<file path="config.mk">
export PLATFORM = sky130hd
export DESIGN_NAME = fc_argmax_classifier
export DESIGN_NICKNAME = d
export VERILOG_FILES = /design/src/rtl/fc_argmax_classifier.sv
export SDC_FILE = /design/constraint.sdc
export NUM_CORES = 1
export LEC_CHECK = 0
export ABC_AREA = 1
export BUFFER_PORTS_ARGS = -buffer_cell sky130_fd_sc_hd__buf_4
export CAP_MARGIN = 20
export CORE_AREA = 2 2 97 99
export CTS_CLUSTER_SIZE = 30
export DETAILED_ROUTE_END_ITERATION = 6
export DIE_AREA = 0 0 99 101
export HOLD_SLACK_MARGIN = 0.15
export PLACE_DENSITY = 0.77
export SYNTH_ARGS = -nofsm -noshare
export SYNTH_HDL_FRONTEND = slang
export SYNTH_SLANG_ARGS = --single-unit
export TNS_END_PERCENT = 5
</file>
<file path="constraint.sdc">
create_clock -name clk -period 2.5 [get_ports clk]
set_clock_uncertainty 0.05 [all_clocks]
set_input_delay 0.375 -clock clk [delete_from_list [all_inputs] [get_ports clk]]
set_output_delay 0.375 -clock clk [all_outputs]
set_load 0.05 [all_outputs]
</file>
<file path="src/rtl/fc_argmax_classifier.sv">
// Argmax over one frame of NUMBER_CLASS IEEE-754 single-precision values arriving serially.
// Define ARGMAX_TIE_LAST_EN to make ties resolve to the highest class index (default: lowest).
module fc_argmax_classifier #(
  parameter int DATA_WIDTH   = 32,
  parameter int NUMBER_CLASS = 10,
  parameter int INDEX_WIDTH  = 4
) (
  input  logic                   clk,
  input  logic                   rst_n,
  input  logic                   i_valid,
  input  logic [DATA_WIDTH-1:0]  i_data,
  input  logic                   i_clear,
  output logic [INDEX_WIDTH-1:0] o_index,
  output logic [DATA_WIDTH-1:0]  o_max,
  output logic                   o_valid,
  output logic                   o_nan,
  output logic                   o_busy
);

  localparam int CW = $clog2(NUMBER_CLASS + 1);

`ifdef ARGMAX_TIE_LAST_EN
  localparam bit TIE_LAST = 1'b1;
`else
  localparam bit TIE_LAST = 1'b0;
`endif

  typedef enum logic {IDLE, ACCUM} state_t;

  state_t                 state;
  logic [CW-1:0]          count;
  logic [DATA_WIDTH-1:0]  run_max;
  logic [INDEX_WIDTH-1:0] run_idx;
  logic                   nan_seen;

  logic                   cand_wins;
  logic                   last_beat;
  logic [DATA_WIDTH-1:0]  win_max;
  logic [INDEX_WIDTH-1:0] win_idx;
  logic                   win_nan;

  function automatic logic is_nan(input logic [DATA_WIDTH-1:0] v);
    return (v[30:23] == 8'hFF) && (v[22:0] != 23'd0);
  endfunction

  // Sign-magnitude ordering; +0 and -0 are treated as equal.
  function automatic logic wins(input logic [DATA_WIDTH-1:0] cand,
                                input logic [DATA_WIDTH-1:0] cur);
    logic [30:0] mc, mr;
    logic gt, eq, both_zero;
    mc        = cand[30:0];
    mr        = cur[30:0];
    both_zero = (mc == 31'd0) && (mr == 31'd0);
    case ({cand[31], cur[31]})
      2'b00:   begin gt = (mc > mr); eq = (mc == mr); end
      2'b11:   begin gt = (mc < mr); eq = (mc == mr); end
      2'b01:   begin gt = !both_zero; eq = both_zero; end
      default: begin gt = 1'b0;       eq = both_zero; end
    endcase
    if (is_nan(cand)) return 1'b0;
    if (is_nan(cur))  return 1'b1;
    return gt | (TIE_LAST & eq);
  endfunction

  always_comb begin
    cand_wins = wins(i_data, run_max);
    win_max   = cand_wins ? i_data : run_max;
    win_idx   = cand_wins ? INDEX_WIDTH'(count) : run_idx;
    win_nan   = nan_seen | is_nan(i_data);
    last_beat = (count == CW'(NUMBER_CLASS - 1));
  end

  assign o_busy = (state == ACCUM);

  always_ff @(posedge clk or negedge rst_n) begin
    if (!rst_n) begin
      state    <= IDLE;
      count    <= '0;
      run_max  <= '0;
      run_idx  <= '0;
      nan_seen <= 1'b0;
      o_index  <= '0;
      o_max    <= '0;
      o_valid  <= 1'b0;
      o_nan    <= 1'b0;
    end else begin
      o_valid <= 1'b0;
      if (i_clear) begin
        state <= IDLE;
        count <= '0;
      end else if (i_valid) begin
        case (state)
          IDLE: begin
            if (NUMBER_CLASS == 1) begin
              o_max   <= i_data;
              o_index <= '0;
              o_nan   <= is_nan(i_data);
              o_valid <= 1'b1;
            end else begin
              run_max  <= i_data;
              run_idx  <= '0;
              nan_seen <= is_nan(i_data);
              count    <= CW'(1);
              state    <= ACCUM;
            end
          end
          ACCUM: begin
            if (last_beat) begin
              o_max   <= win_max;
              o_index <= win_idx;
              o_nan   <= win_nan;
              o_valid <= 1'b1;
              count   <= '0;
              state   <= IDLE;
            end else begin
              run_max  <= win_max;
              run_idx  <= win_idx;
              nan_seen <= win_nan;
              count    <= count + CW'(1);
            end
          end
          default: state <= IDLE;
        endcase
      end
    end
  end

endmodule

</file>
Yosys cells after proc, flatten, opt, wreduce, memory -nomap -nowiden
Index checks and enable logic that the tools add are counted.
{ "classes": {"muxes": 28, "bitwise": 3, "eq_ne": 6, "magnitude_cmp": 2, "reduce_logical": 12, "add_sub_neg": 1} }
{ "op_table": {"columns": ["cell", "count"], "rows": [
  ["$mux W32", 2],
  ["$pmux W32 S2", 1],
  ["$logic_not A31 Y1", 2],
  ["$reduce_bool A23 Y1", 2],
  ["$gt A31 B31 Y1", 1],
  ["$lt A31 B31 Y1", 1],
  ["$mux W4", 5],
  ["$eq A8 B8 Y1 const B", 2],
  ["$pmux W4 S2", 2],
  ["$mux W1", 15],
  ["$add A4 B1 Y4 const B", 1],
  ["$eq A4 B4 Y1 const B", 1],
  ["$pmux W1 S2", 2],
  ["$reduce_and A4 Y1", 1],
  ["$logic_and A1 B1 Y1", 3],
  ["$pmux W1 S3", 1],
  ["$reduce_and A3 Y1", 1],
  ["$eq A2 B1 Y1 const B", 1],
  ["$eq A2 B2 Y1 const B", 1],
  ["$logic_not A2 Y1", 1],
  ["$ne A2 B2 Y1 const B", 1],
  ["$not A1 Y1", 2],
  ["$reduce_bool A2 Y1", 1],
  ["$logic_not A1 Y1", 1],
  ["$or A1 B1 Y1", 1]
]} }
{ "word_totals": {"input_bits": 36, "output_inout_bits": 39, "register_bits": 80, "word_cells": 61} }

Longest topological paths before layout
Gate-level depths: netlist of run 1.
{ "logic_depth": {"word_depth": 9, "mapped_depth": 20, "ltp_nobuf": 19} }

Least setup slack after synthesis of run 1
OpenSTA, ideal clock, no wires.
{ "synth_path": {"path_kind": "reg2reg", "startpoint": "register run_max[14]", "endpoint": "register run_max[16]", "t_required_ns": 2.329, "arrival_ns": 1.892, "setup_time_ns": 0.121, "path_stages_with_launch": 19, "setup_slack_ns": 0.436, "path_buffers": 1, "period_less_slack_ns": 2.064, "cell_sequence": "dfrtp_1 > inv_1 > ha_1 > nand2_1 > nor2_2 > nand2_1 > nor2_1 > nand2_1 > nand2_1 > nand2_1 > nand2_2 > nand2_1 > nand2_2 > nand3_4 > nand2_8 > buf_4 > nand2_1 > nand3_1 > nand2_1"} }
{ "synth_between": {"elab_chain_cells": 9, "word_cells_on_any_way": 16, "cone_classes": "order compare (2); mux (9); reduce/logical (5)"} }
{ "synth_rtl": {"columns": ["element", "line", "rtl"], "rows": [
  ["start: declaration", "32", "logic [DATA_WIDTH-1:0] run_max;"],
  ["start signal: assignment", "100", "run_max <= i_data;"],
  ["start signal: assignment", "116", "run_max <= win_max;"],
  ["branches (longest 4 deep; another with $lt A31 B31 Y1)", null, null],
  ["$mux W1 *", "62", "return gt | (TIE_LAST & eq);"],
  ["$mux W1 *", "61", "if (is_nan(cur)) return 1'b1;"],
  ["$mux W32 *", "67", "win_max = cand_wins ? i_data : run_max;"],
  ["$mux W32 *", "108", "if (last_beat) begin"],
  ["$pmux W32 S2 *", "92", "case (state)"]
]} }
Mark *: on every way between the ends. The select of a mux whose other input is x is not followed.
A chain may end at the register's enable or synchronous reset.

Final worst setup path of run 1
{ "layout_path": {"startpoint": "register run_max[25]", "endpoint": "register run_max[31]"} }
{ "layout_between": {"elab_chain_cells": 9, "word_cells_on_any_way": 16, "cone_classes": "order compare (2); eq/ne (1); mux (9); reduce/logical (4)"} }
{ "layout_rtl": {"columns": ["element", "line"], "rows": [
  ["branches (longest 4 deep; another with $lt A31 B31 Y1)", null],
  ["$mux W1 *", "62"],
  ["$mux W1 *", "61"],
  ["$mux W32 *", "67"],
  ["$mux W32 *", "108"],
  ["$pmux W32 S2 *", "92"]
]} }
Marks and branches as above.

==> results.toml, run 1 <==
[run_status]
status = "complete, no violations"

[logic_synthesis]
ys_seq_elements = 80
ys_warn_count = 0
syn_inst = 718
netlist_area_sq_um = 5110
synth_top_area_share_pct = 39.1
ys_seq_area_share_pct = 39.1
synth.avg_cell_area_sq_um = 7.12
synth_area_leaders = "dfrtp_1 39%, nand2_1 20%, nand3_1 8.5%, ha_1 8.1%, inv_1 6.3%"
syn_nets = 787
synth_cell_types = 33
synth.largest_area_cell = "dfrtp_1"

[floorplan]
std_cell_rows = 35
io_pins = 75
die-height_microns = 101
fp.coreArea_sq_um = 8980
start_util_pct = 57.0
dieWidth_microns = 99
design.die.area_sq_um = 10000

[hold_path]
holdCritPathClass = "in2reg"

[cells_and_area]
layout.nets = 873
fillers = 735
areaGrowthSynthToFinish_pct = 23.0
antenna-diode-count = 0
seq_area_sq_um = 2000
drive_above_1_share_pct = 20.5
multi_input_area_sq_um = 2760
fin_area_sq_um = 6290
fin_util_pct = 70.1

[placed_design]
gp_congestion = 0.913
place_area_sq_um = 5800
dp.final_hpwl_microns = 9270
io_buffers = 74

[critical_path]
crit_type = "reg2reg"
cp.arrival_ns = 2.58
worstPathRequired_ns = 2.68
crit_chain = "inv_1, ha_1, nand2_1, inv_1, nand3_4, nor3_4, buf_4, nand3b_1, nand3_2, nand3_4, nand2_8, clkbuf_16, nand2_1, nand3_1, nand2_1"
end_kind = "flop"
start_kind = "flop"
cp_slowest_cell = "dfrtp_1"
path_common_cell = "nand2_1"
cp_max_fo = 7
critPathMaxStageDelay_ns = 0.36

[cts]
clkSinkCount = 80
root_buffer = "clkbuf_8"
clk_latency_ns = 0.36
cts_max_level = 3
clk_pin_slew_ns = 0.09
cts_tree = "yes"
cts_buffers = 9
clockBufferDepth = 2

[sta]
slew_viol_final = 0
period_share_pct = 95.9
max_freq_ghz = 0.417
max_slew_margin_pct = 62.7
worst_pin_slew_ns = 0.555
hold_viol = 0
finalSetupViolations = 0
finalCriticalPeriod_ns = 2.40
rsz0062_at_grt = "yes"
whs_ns = 0.235

[detailed_routing]
met2WireLength_microns = 6480
vias_per_cell = 5.46
wl_microns = 13700
drc_errors = 0
avgRoutedWirePerCell_microns = 14.9
wl_met3_microns = 966
drt.antenna.violating_nets = 0
num_vias = 5026
drtIter0Drc = 381
dr.pass1.iters = 7
routed.top_layer = "met4"
wl_met1_microns = 5990

[global_route]
grt_pass1_vias = 4833
grt_pass1_wl_microns = 22300
antenna_found_initial = 0
grt-ovfl-total = 0
grt_usage_pct = 27.6
grt_max_degree = 44

[pwr]
p_leak_nw = 3.51
power_density_nw_per_um2 = 665
ir_drop_mv = 0.465

[run]
maxCapViolations = 0
-- worst paths after layout --
kind | startpoint | slack (ns) | cells past startpoint | end
max in group asynchronous | rst_n | 1.33 | 3 | run_max[28]
hold reg to reg | o_max[4] | 0.43 | 2 | o_max[4]
setup / recovery | run_max[25] | 0.10 | 15 | run_max[31]
setup reg to reg | run_max[25] | 0.10 | 15 | run_max[31]
hold / removal | i_data[25] | 0.23 | 3 | run_max[25]
min in group asynchronous | rst_n | 0.46 | 2 | run_max[4]
-- flip-flops by register name (all words and copies together) (netlist names) --
name	cells
o_index	4
count	4
run_max	32
nan_seen	1
o_nan	1
run_idx	4
o_busy	1
o_valid	1
o_max	32
-- cell usage after synthesis, drive strengths merged --
| cell | instances |
|---|---|
| nor3 | 3 |
| o22ai | 4 |
| o211ai | 2 |
| nor4 | 4 |
| a21oi | 11 |
| clkbuf | 12 |
| xor2 | 1 |
| nand2 | 299 |
| nand3b | 1 |
| xnor2 | 1 |
| a21o | 2 |
| nor3b | 1 |
| ha | 33 |
| a31oi | 1 |
| nor2 | 37 |
| dfrtp | 80 |
| nand3 | 90 |
| o21ai | 11 |
| inv | 87 |
| buf | 15 |
| nand4 | 6 |
| clkinv | 1 |
| a22oi | 16 |
-- metal layers --
layer	GRT usage (%)	up-vias
li1	-	2457
met4	9.91	0
met2	45.1	204
met5	0	-
met1	37.2	2332
met3	4.58	33
-- metrics by stage --
| step | cells | power, mW | worst slack, ns | setup TNS (ns) |
|---|---|---|---|---|
| 6_report | 920 | 4.19 | 0.104 | 0 |
| 5_1_grt | 920 | 4.45 | -0.0510 | -1.33 |
| 4_1_cts | 908 | 3.98 | 0.0731 | 0 |
| 3_5_place_dp | 891 | 2.92 | 0.00907 | 0 |
| 3_3_place_gp | 891 | 2.88 | 0.0525 | 0 |
| 2_1_floorplan | 718 | 2.54 | 0.436 | 0 |
-- layout make-up --
type / count / share of cell area (%)
Sequential cell: 80 / 31.8
Tap cell: 111 / 2.21
Inverter: 88 / 5.37
Timing Repair Buffer: 101 / 13.4
Multi-Input combinational cell: 524 / 43.8
Clock buffer: 11 / 2.09
Clock inverter: 5 / 1.29
-- where the power goes --
| group | switching [mW] | internal (mW) | total [mW] |
|---|---|---|---|
| Sequential | 0.115 | 1.44 | 1.55 |
| Clock | 0.488 | 0.564 | 1.05 |
| Combinational | 0.979 | 0.606 | 1.59 |
-- cells in the final DEF (no fill, tap or decap), types with 2 or more instances in the layout --
master,netlist,routed
o21ai_0,11,11
nand3_2,2,2
inv_1,86,80
buf_4,1,93
bufinv_16,0,2
buf_12,0,2
inv_2,0,6
nand2_8,1,2
nand2_1,276,272
nor3_1,2,2
clkbuf_1,12,2
nor4_1,4,4
nand3_4,1,2
a21oi_1,11,9
ha_1,33,28
nor2_1,35,33
ha_4,0,5
clkbuf_8,0,9
a21o_1,2,2
o22ai_1,4,4
nand3_1,87,86
o211ai_1,2,2
a21oi_2,0,2
nand4_1,6,6
clkbuf_16,0,2
buf_8,0,3
a22oi_1,16,16
nor2_2,2,4
dfrtp_1,80,80
nand2_2,22,26
-- critical path: cells and delay by family (launching register included) --
family | cells | cell delay (ns)
DFF | 1 | 0.36
buffers and inverters | 4 | 0.51
adders and majority gates | 1 | 0.28
and+or+nand+nor | 10 | 1.07
-- kinds of logic after synthesis --
| group | share of synthesized area, % |
|---|---|
| compound gates | 5.70 |
| buf+inv | 9.34 |
| flops | 39.1 |
| fa+ha+maj | 8.07 |
| simple gates | 37.4 |
| xor+xnor | 0.343 |
-- what timing repair did --
action,in CTS,in global routing
buffers inserted,0,9
endpoints found under the setup margin,0,72
gates resized for setup,0,30
endpoints found under the hold margin,37,0
hold buffers,1,0
(Power assumes the default switching activity.)
==> run 2, diff against run 1 <==
--- a/config.mk
+++ b/config.mk
@@ -8,12 +8,12 @@
 export ABC_AREA = 1
 export BUFFER_PORTS_ARGS = -buffer_cell sky130_fd_sc_hd__buf_4
 export CAP_MARGIN = 20
-export CORE_AREA = 2 2 97 99
+export CORE_AREA = 2 2 104 106
 export CTS_CLUSTER_SIZE = 30
 export DETAILED_ROUTE_END_ITERATION = 6
-export DIE_AREA = 0 0 99 101
+export DIE_AREA = 0 0 106 108
 export HOLD_SLACK_MARGIN = 0.15
-export PLACE_DENSITY = 0.77
+export PLACE_DENSITY = 0.68
 export SYNTH_ARGS = -nofsm -noshare
 export SYNTH_HDL_FRONTEND = slang
 export SYNTH_SLANG_ARGS = --single-unit
==> run 2 against run 1 <==
Sequential power barely moved. Die area rose by 14%. Fmax barely moved. First-iteration DRC count fell by 22%. Global-route usage fell by 2.1 points.
==> results.toml, run 2 (synthesized netlist as in run 1, its figures left out) <==
[cells_and_area]
antenna-diode-count = 0
layout.nets = 881
multi_input_area_sq_um = 2760
layout_commonest_cell = "nand2_1"
reg_top3 = "o_max x32, run_max x32"
fillers = 910
seq_area_sq_um = 2000
final_cell_mix = "265 x nand2_1, 101 x buf_4, 85 x nand3_1"
fin_area_sq_um = 6390
areaGrowthSynthToFinish_pct = 24.9
drive_above_1_share_pct = 22.8
fin_util_pct = 62.4

[pwr]
p_clk_share_pct = 22.3
ir_drop_mv = 0.309
power_density_nw_per_um2 = 649
internal_power_mw = 2.53
p_switching_mw = 1.61
p_leak_nw = 3.56
power.share.sequential_pct = 37.4
swShare_pct = 38.9
p_comb_share_pct = 40.3

[global_route]
grt_pass1_wl_microns = 23100
grt_usage_pct = 25.4
grt_max_degree = 42
antenna_found_initial = 0
grt-ovfl-total = 0
grt_pass1_vias = 4868

[critical_path]
end_kind = "flop"
path_common_cell = "nand2_1"
critPathMaxStageDelay_ns = 0.39
r2r_end = "run_max[12]"
cp_slowest_cell = "dfrtp_1"
cp.arrival_ns = 2.61
crit_chain = "inv_1, ha_1, nand2_1, inv_1, nand2_1, nand2_1, a21oi_2, nand2_2, nand2_2, nand2_2, nand2_2, nand2_2, nand3_4, nand2_8, clkbuf_16, nand2_1, nand3_1, nand2_1, nand2_1"
path_delay_family = "simple AND/OR/NAND/NOR gates"
rr_worst_depth = 19
r2r_start = "run_max[14]"
worstPathRequired_ns = 2.72
r2r_slack_ns = 0.10
cp_max_fo = 7
start_kind = "flop"
cp_num_buf_inv = 3
crit_type = "reg2reg"

[placed_design]
gp_congestion = 0.842
dp.final_hpwl_microns = 9710
place_area_sq_um = 5880
io_buffers = 74
place_ws_ns = 0.0320

[cts]
root_buffer = "clkbuf_8"
cts_max_level = 3
cts_buffers = 9
clockBufferDepth = 2
cts_tree = "yes"
clk_latency_ns = 0.36
clkSinkCount = 80
clk_pin_slew_ns = 0.09

[detailed_routing]
met2WireLength_microns = 6930
wl_met1_microns = 6300
drtIter0Drc = 296
routed.top_layer = "met4"
vias_per_cell = 5.28
dr.pass1.iters = 4
drc_errors = 0
avgRoutedWirePerCell_microns = 14.9
wl_met3_microns = 671
wl_microns = 14200
num_vias = 5030
drt.antenna.violating_nets = 0

[hold_path]
worstHoldPathCells = 3
holdCritPathClass = "in2reg"
hold_end = "run_max[29]"
min-delay-start = "i_data[29]"

[sta]
finalCriticalPeriod_ns = 2.40
hold_viol = 0
max_slew_margin_pct = 62.8
slew_viol_final = 0
rsz0062_at_grt = "yes"
timing.final.ws_setup_ns = 0.102
setup_tns_ns = 0
finalSetupViolations = 0
worst_pin_slew_ns = 0.557
whs_ns = 0.213
period_share_pct = 95.9
max_freq_ghz = 0.417

[floorplan]
design.die.area_sq_um = 11400
fp.coreArea_sq_um = 10200
die-height_microns = 108
io_pins = 75
start_util_pct = 50.0
std_cell_rows = 37
dieWidth_microns = 106

[run]
maxCapViolations = 0

[run_status]
status = "complete, no violations"
run 2: cell types whose count changed in the layout (fill, tap and decap cells not counted), moves of 3 or more:
cell | previous run | this run
buf_4 | 93 | 101
nand2_1 | 272 | 265
nand2_2 | 26 | 32
buf_8 | 3 | 0
clkbuf_8 | 9 | 12
inv_1 | 80 | 77
inv_2 | 6 | 9
run 2: final cells by class:
type,count,area share (%)
Tap cell,136,2.66
Inverter,88,5.29
Clock buffer,13,2.64
Clock inverter,3,0.235
Timing Repair Buffer,110,14.6
Sequential cell,80,31.3
Multi-Input combinational cell,523,43.2
run 2: worst max-delay path by stage:
stage          depth (start not counted)        start  slack [ns]           to
3_3_place_gp                          15   i_data[26]        0.09    o_max[22]
4_1_cts                               15  run_max[26]        0.08    o_max[22]
5_1_grt                               19  run_max[14]       -0.08    o_max[14]
3_5_place_dp                          18   i_data[14]        0.03    o_max[22]
2_1_floorplan                         18  run_max[14]        0.44  run_max[16]
6_report                              19  run_max[14]        0.10  run_max[12]
run 2: layer usage:
metal / vias up / global-route usage (%)
met5: - / 0
met2: 154 / 42.6
li1: 2463 / -
met1: 2392 / 33.6
met3: 21 / 3.25
met4: 0 / 10.3
run 2: timing repair:
action,CTS,global route
gates resized for setup,0,35
hold buffers,1,0
hold endpoints to repair,39,0
setup buffers,0,14
endpoints found under the setup margin,0,47
run 2: tightest hold or removal path: cells and delay by family:
family	cells	cell delay [ns]
AO/OA/AOI/OAI	1	0.07
buffers and inverters	1	0.10
AND/OR/NAND/NOR	1	0.06
run 2: power groups by stage:
| stage | clock network [mW] | logic (mW) | registers (mW) |
|---|---|---|---|
| floorplan | 0 | 0.910 | 1.63 |
| global placement | 0 | 1.35 | 1.56 |
| detailed placement | 0 | 1.39 | 1.57 |
| CTS | 0.942 | 1.40 | 1.55 |
| global route | 0.992 | 1.86 | 1.57 |
| finish | 0.925 | 1.67 | 1.55 |
run 2: metrics by stage:
step           power (mW)  cells
2_1_floorplan        2.54    718
3_3_place_gp         2.92    918
3_5_place_dp         2.96    918
4_1_cts              3.89    935
5_1_grt              4.42    953
6_report             4.15    953
